$ cat src/rtl/expu_sched.sv
// Control sequencer for expu_top: meters a job into N_ROWS-wide beats and
// tracks in-flight beats through the enable-gated pipeline to a valid/ready output.
module expu_sched #(
    parameter int unsigned N_ROWS    = 1,
    parameter int unsigned NUM_REGS  = 0,
    parameter int unsigned LEN_WIDTH = 16
) (
    input  logic                 clk_i,
    input  logic                 rst_ni,
    input  logic                 clear_i,
    input  logic                 start_i,
    input  logic [LEN_WIDTH-1:0] len_i,
    output logic                 busy_o,
    output logic                 done_o,
    input  logic                 in_valid_i,
    output logic                 in_ready_o,
    output logic                 expu_en_o,
    output logic [N_ROWS-1:0]    expu_strb_o,
    output logic                 out_valid_o,
    input  logic                 out_ready_i,
    output logic [N_ROWS-1:0]    out_strb_o,
    output logic                 out_last_o
);

    localparam int unsigned CW = LEN_WIDTH + 1;
    localparam logic [CW-1:0] ROWS_C = CW'(N_ROWS);

    typedef enum logic [1:0] {
        ST_IDLE  = 2'd0,
        ST_RUN   = 2'd1,
        ST_DRAIN = 2'd2,
        ST_DONE  = 2'd3
    } state_e;

    state_e               state_q, state_d;
    logic [LEN_WIDTH-1:0] rem_q, rem_d;
    logic                 advance;
    logic                 accept;
    logic                 rem_nz;
    logic                 tail;
    logic [N_ROWS-1:0]    strb0;
    logic                 last0;

    assign busy_o     = (state_q == ST_RUN) || (state_q == ST_DRAIN);
    assign done_o     = (state_q == ST_DONE);
    assign rem_nz     = (rem_q != '0);
    assign tail       = ({1'b0, rem_q} <= ROWS_C);
    assign in_ready_o = (state_q == ST_RUN) && advance && rem_nz && !clear_i;
    assign accept     = in_ready_o && in_valid_i;
    assign expu_en_o  = busy_o && advance && !clear_i;
    assign last0      = accept && tail;

    // Lanes 0..min(N_ROWS,rem)-1 are live on an accepted beat.
    always_comb begin
        strb0 = '0;
        for (int unsigned i = 0; i < N_ROWS; i++) begin
            strb0[i] = accept && ({1'b0, rem_q} > CW'(i));
        end
    end
    assign expu_strb_o = strb0;

    if (NUM_REGS == 0) begin : g_comb
        // No storage: a beat can only be accepted when the sink takes it.
        assign advance     = out_ready_i;
        assign out_valid_o = accept;
        assign out_strb_o  = strb0;
        assign out_last_o  = last0;
    end else begin : g_pipe
        // Index i holds pipeline entry i+1.
        logic [NUM_REGS-1:0] vld_q;
        logic [NUM_REGS-1:0] last_q;
        logic [N_ROWS-1:0]   strb_q [NUM_REGS];

        always_ff @(posedge clk_i or negedge rst_ni) begin
            if (!rst_ni) begin
                vld_q  <= '0;
                last_q <= '0;
                for (int unsigned i = 0; i < NUM_REGS; i++) strb_q[i] <= '0;
            end else if (clear_i) begin
                vld_q  <= '0;
                last_q <= '0;
                for (int unsigned i = 0; i < NUM_REGS; i++) strb_q[i] <= '0;
            end else if (expu_en_o) begin
                vld_q[0]  <= accept;
                last_q[0] <= last0;
                strb_q[0] <= strb0;
                for (int unsigned i = 1; i < NUM_REGS; i++) begin
                    vld_q[i]  <= vld_q[i-1];
                    last_q[i] <= last_q[i-1];
                    strb_q[i] <= strb_q[i-1];
                end
            end
        end

        assign out_valid_o = vld_q[NUM_REGS-1];
        assign out_strb_o  = strb_q[NUM_REGS-1];
        assign out_last_o  = last_q[NUM_REGS-1];
        assign advance     = !(out_valid_o && !out_ready_i);
    end

    always_comb begin
        state_d = state_q;
        rem_d   = rem_q;
        unique case (state_q)
            ST_IDLE: begin
                if (start_i) begin
                    if (len_i != '0) begin
                        state_d = ST_RUN;
                        rem_d   = len_i;
                    end else begin
                        state_d = ST_DONE;
                    end
                end
            end
            ST_RUN: begin
                if (accept) begin
                    rem_d = tail ? '0 : rem_q - LEN_WIDTH'(N_ROWS);
                    if (tail) state_d = (NUM_REGS == 0) ? ST_DONE : ST_DRAIN;
                end
            end
            ST_DRAIN: begin
                if (out_valid_o && out_ready_i && out_last_o) state_d = ST_DONE;
            end
            ST_DONE: state_d = ST_IDLE;
            default: state_d = ST_IDLE;
        endcase
        if (clear_i) begin
            state_d = ST_IDLE;
            rem_d   = '0;
        end
    end

    always_ff @(posedge clk_i or negedge rst_ni) begin
        if (!rst_ni) begin
            state_q <= ST_IDLE;
            rem_q   <= '0;
        end else begin
            state_q <= state_d;
            rem_q   <= rem_d;
        end
    end

endmodule
$ cat config.mk
export PLATFORM = sky130hd
export DESIGN_NAME = expu_sched
export DESIGN_NICKNAME = d
export VERILOG_FILES = /design/src/rtl/expu_sched.sv
export SDC_FILE = /design/constraint.sdc
export NUM_CORES = 1
export LEC_CHECK = 0
export ABC_AREA = 1
export CAP_MARGIN = 5
export CORE_ASPECT_RATIO = 2
export CORE_MARGIN = 5
export CORE_UTILIZATION = 56
export DETAILED_ROUTE_END_ITERATION = 7
export PLACE_DENSITY = 0.85
export SLEW_MARGIN = 15
export SYNTH_ARGS = -nofsm -noshare
export SYNTH_HDL_FRONTEND = slang
export SYNTH_SLANG_ARGS = --single-unit
export TNS_END_PERCENT = 20
$ cat constraint.sdc
create_clock -name clk_i -period 3.4 [get_ports clk_i]
set_input_delay 0.68 -clock clk_i [delete_from_list [all_inputs] [get_ports clk_i]]
set_output_delay 0.68 -clock clk_i [all_outputs]
set_load 0.03 [all_outputs]
==> results.tsv <==
stage	metric	value	unit
run_status	status	completed	
routing	Routed WL	4228	µm
layout	Fill cells	228	
logic_synthesis	cell taking the most area after synthesis	dfrtp_1	
floorplan	Die Y	85.84	µm
floorplan	Die W	47.92	µm
timing	final max-slew violation count	0	
global_routing	pin count of the biggest net entering global routing	19	
worst_setup_path	critical path type	primary input to output pin	
layout	antenna cells	0	
routing	DRC	0	
logic_synthesis	Synthesis Warnings	0	
clock_network	number of buffers created by CTS	3	
clock_network	post-cts sizing count	0	
routing	Routed Antenna Nets	0	
placed_design	DP Worst Slack	0.3952	ns
global_routing	initial antenna violation count	0	
logic_synthesis	Synth cell types	29	
logic_synthesis	sequential area share after synthesis	27.97	%
floorplan	die area	4113	µm²
worst_setup_path	CP max-delay cell	clkdlybuf4s50_1	
placed_design	Final HPWL DP	3384	µm
worst_setup_path	crit-path max cell delay	0.71	ns
global_routing	first-pass GRT wire length	7100	µm
worst_setup_path	crit-path max FO	4	
timing	RSZ-0062 raised after global routing	false	
flow_run	Max Cap Violations	0	
timing	# setup viols final	0	
floorplan	top-level I/O count	30	
routing	total number of vias	1684	
worst_setup_path	worst path arrival time	2.33	ns
logic_synthesis	top area cells in the synthesized netlist	dfrtp_1, nand2_1, nor2_1, ha_1, inv_1	
pwr	LEAKAGE	1.015	nW
logic_synthesis	Synth Instances	252	
logic_synthesis	Post-Syn Nets	282	
routing	via-per-instance ratio	5.415	
worst_hold_path	type of the worst min-delay path	register to register	
timing	Max-slew headroom	40.77	%
worst_setup_path	Buf/Inv on CP	3	
global_routing	global route overflow	0	
worst_setup_path	crit end category	output pin	
logic_synthesis	Synth Cell Area	1610	µm²
worst_setup_path	CP cell instances	clkdlybuf4s50_1 -> inv_2 -> nand2_2 -> nor2_2 -> a21boi_0 -> clkdlybuf4s50_1	
worst_setup_path	CP most frequent cell	clkdlybuf4s50_1	
placed_design	gp weighted congestion	0.9362	
layout	share of layout cells above drive strength 1	8.511	%
pwr	power density over the cells	888.7	nW/µm²
logic_synthesis	number of synthesized register bits	18	
layout	P&R area growth vs syn	21.91	%
global_routing	number of global-route vias before repair	1644	
clock_network	maximum clock insertion buffer count	2	
floorplan	core area	2770	µm²
timing	Setup Total Neg Slack	0	ns
layout	most frequent cells in the layout	nand2_1, nor2_1, clkdlybuf4s50_1	
floorplan	placement row count	27	
logic_synthesis	Mapped Avg Cell Area	6.390	µm²
timing	Setup WS post-layout	0.3917	ns
clock_network	H-Tree Depth	1	
worst_setup_path	Critical Path RT	2.72	ns
worst_setup_path	Critical Path Start Type	primary input	
timing	Worst-Margin Slew	0.8857	ns
timing	minimum clock period	3.008	ns
worst_setup_path	Top delay family on crit path	buffers and inverters	
timing	Worst Skew	0.009421	ns
clock_network	CTS Sinks	18	
clock_network	Worst-path clk slew	0.08	ns
pwr	peak supply drop	522.2	µV
timing	Hold Violations, Final	0	
routing	DR iter-0 viols	54	
clock_network	hold buffers post-CTS	0	
placed_design	Buffers on Ports	29	
timing	WHS	0.5399	ns
layout	nets@finish	313	
timing	crit share post-route	88.48	%
timing	fmax	0.3324	GHz
floorplan	Initial Utilization	58.13	%
clock_network	CTS tree	built	
global_routing	total track usage	23.60	%
clock_network	clock root cell	clkbuf_8	
clock_network	Worst-Skew Late Latency	0.27	ns
routing	wire per inst	13.59	µm
layout	most common cell after layout, fill and taps aside	nand2_1	
logic_synthesis	top cell type's share of synthesized area	27.97	%
clock_network	Post CTS Setup Buffer Count	0	
routing	drt pass-1 iters	4	
metal layers:
layer / routed length, µm / up-vias / GRT usage (%) / share of wire (%)
li1: - / 841 / - / -
met5: 0 / - / 0 / 0
met4: 201 / 0 / 13.24 / 4.8
met3: 236 / 20 / 4.202 / 5.6
met2: 2303 / 62 / 40.77 / 54
met1: 1486 / 761 / 24.61 / 35
worst min-delay path, delay by kind of cell (launching register included):
| kind | cells | cell delay, ns |
|---|---|---|
| flip-flops | 1 | 0.38 |
| AND/OR/NAND/NOR | 2 | 0.13 |
cell usage after synthesis:
cell type	instances
dfrtp_1	18
nand3b_1	2
nand2_2	5
or2_2	1
inv_2	1
nor2_4	2
a21boi_0	1
ha_1	8
xnor2_1	4
buf_2	1
o21a_1	2
o21bai_1	1
buf_4	2
buf_12	1
a21oi_1	5
nand4_1	1
nor2_2	5
nand3_2	1
o22ai_1	2
clkbuf_1	1
nand3_1	10
inv_1	26
o21ai_0	11
nand3_4	2
nand2_4	1
xor2_1	3
nor2_1	41
o21ai_1	4
nand2_1	90
where the power goes:
group	total [mW]	leakage (nW)	internal [mW]	switching [mW]
clock network	0.184	0.0288	0.103	0.0803
registers	0.417	0.236	0.302	0.115
logic	1.14	0.750	0.410	0.734
total	1.74	1.02	0.816	0.929
flip-flops by register name, summed over array words and instances, names as in the netlist:
signal and flops:
rem_q 16, state_q 2
worst paths after layout:
check / start / end / slack (ns) / cells after the start
min in group asynchronous: rst_ni / rem_q[0] / 0.91 / 1
worst max-delay path: clear_i / in_ready_o / 0.39 / 6
worst min-delay path: rem_q[1] / rem_q[1] / 0.54 / 2
worst max register to register: state_q[1] / rem_q[1] / 1.26 / 11
max in group asynchronous: rst_ni / rem_q[10] / 1.94 / 1
worst min register to register: rem_q[1] / rem_q[1] / 0.54 / 2
cell families after synthesis:
logic type                 after synthesis  share of synthesized area, %
and+or+nand+nor                        161                         44.13
buffers and inverters                   32                         9.012
AOI/OAI and AO/OA                       26                         8.857
DFF                                     18                         27.97
adders and majority gates                8                         6.216
xor gates and xnor gates                 7                         3.807
final cells by class:
type / instances / area, µm² / share of cell area [%]
clock buffers: 4 / 55.05 / 2.804
flip-flops and latches: 18 / 450.4 / 22.94
inverters: 27 / 101.3 / 5.163
repair buffers: 31 / 305.3 / 15.55
multi-input cells: 202 / 1015 / 51.69
well taps: 29 / 36.28 / 1.848
metrics by stage:
| stage | cell area [µm²] | cells | util (%) | power (mW) |
|---|---|---|---|---|
| 6_report | 1963 | 311 | 70.87 | 1.745 |
| 2_1_floorplan | 1610 | 252 | - | 1.265 |
| 3_3_place_gp | 1908 | 307 | 68.88 | 1.539 |
| 3_5_place_dp | 1908 | 307 | 68.88 | 1.557 |
| 5_1_grt | 1963 | 311 | 70.87 | 1.926 |
| 4_1_cts | 1963 | 311 | 70.87 | 1.741 |
No activity file was read; power rests on OpenSTA's default activity.
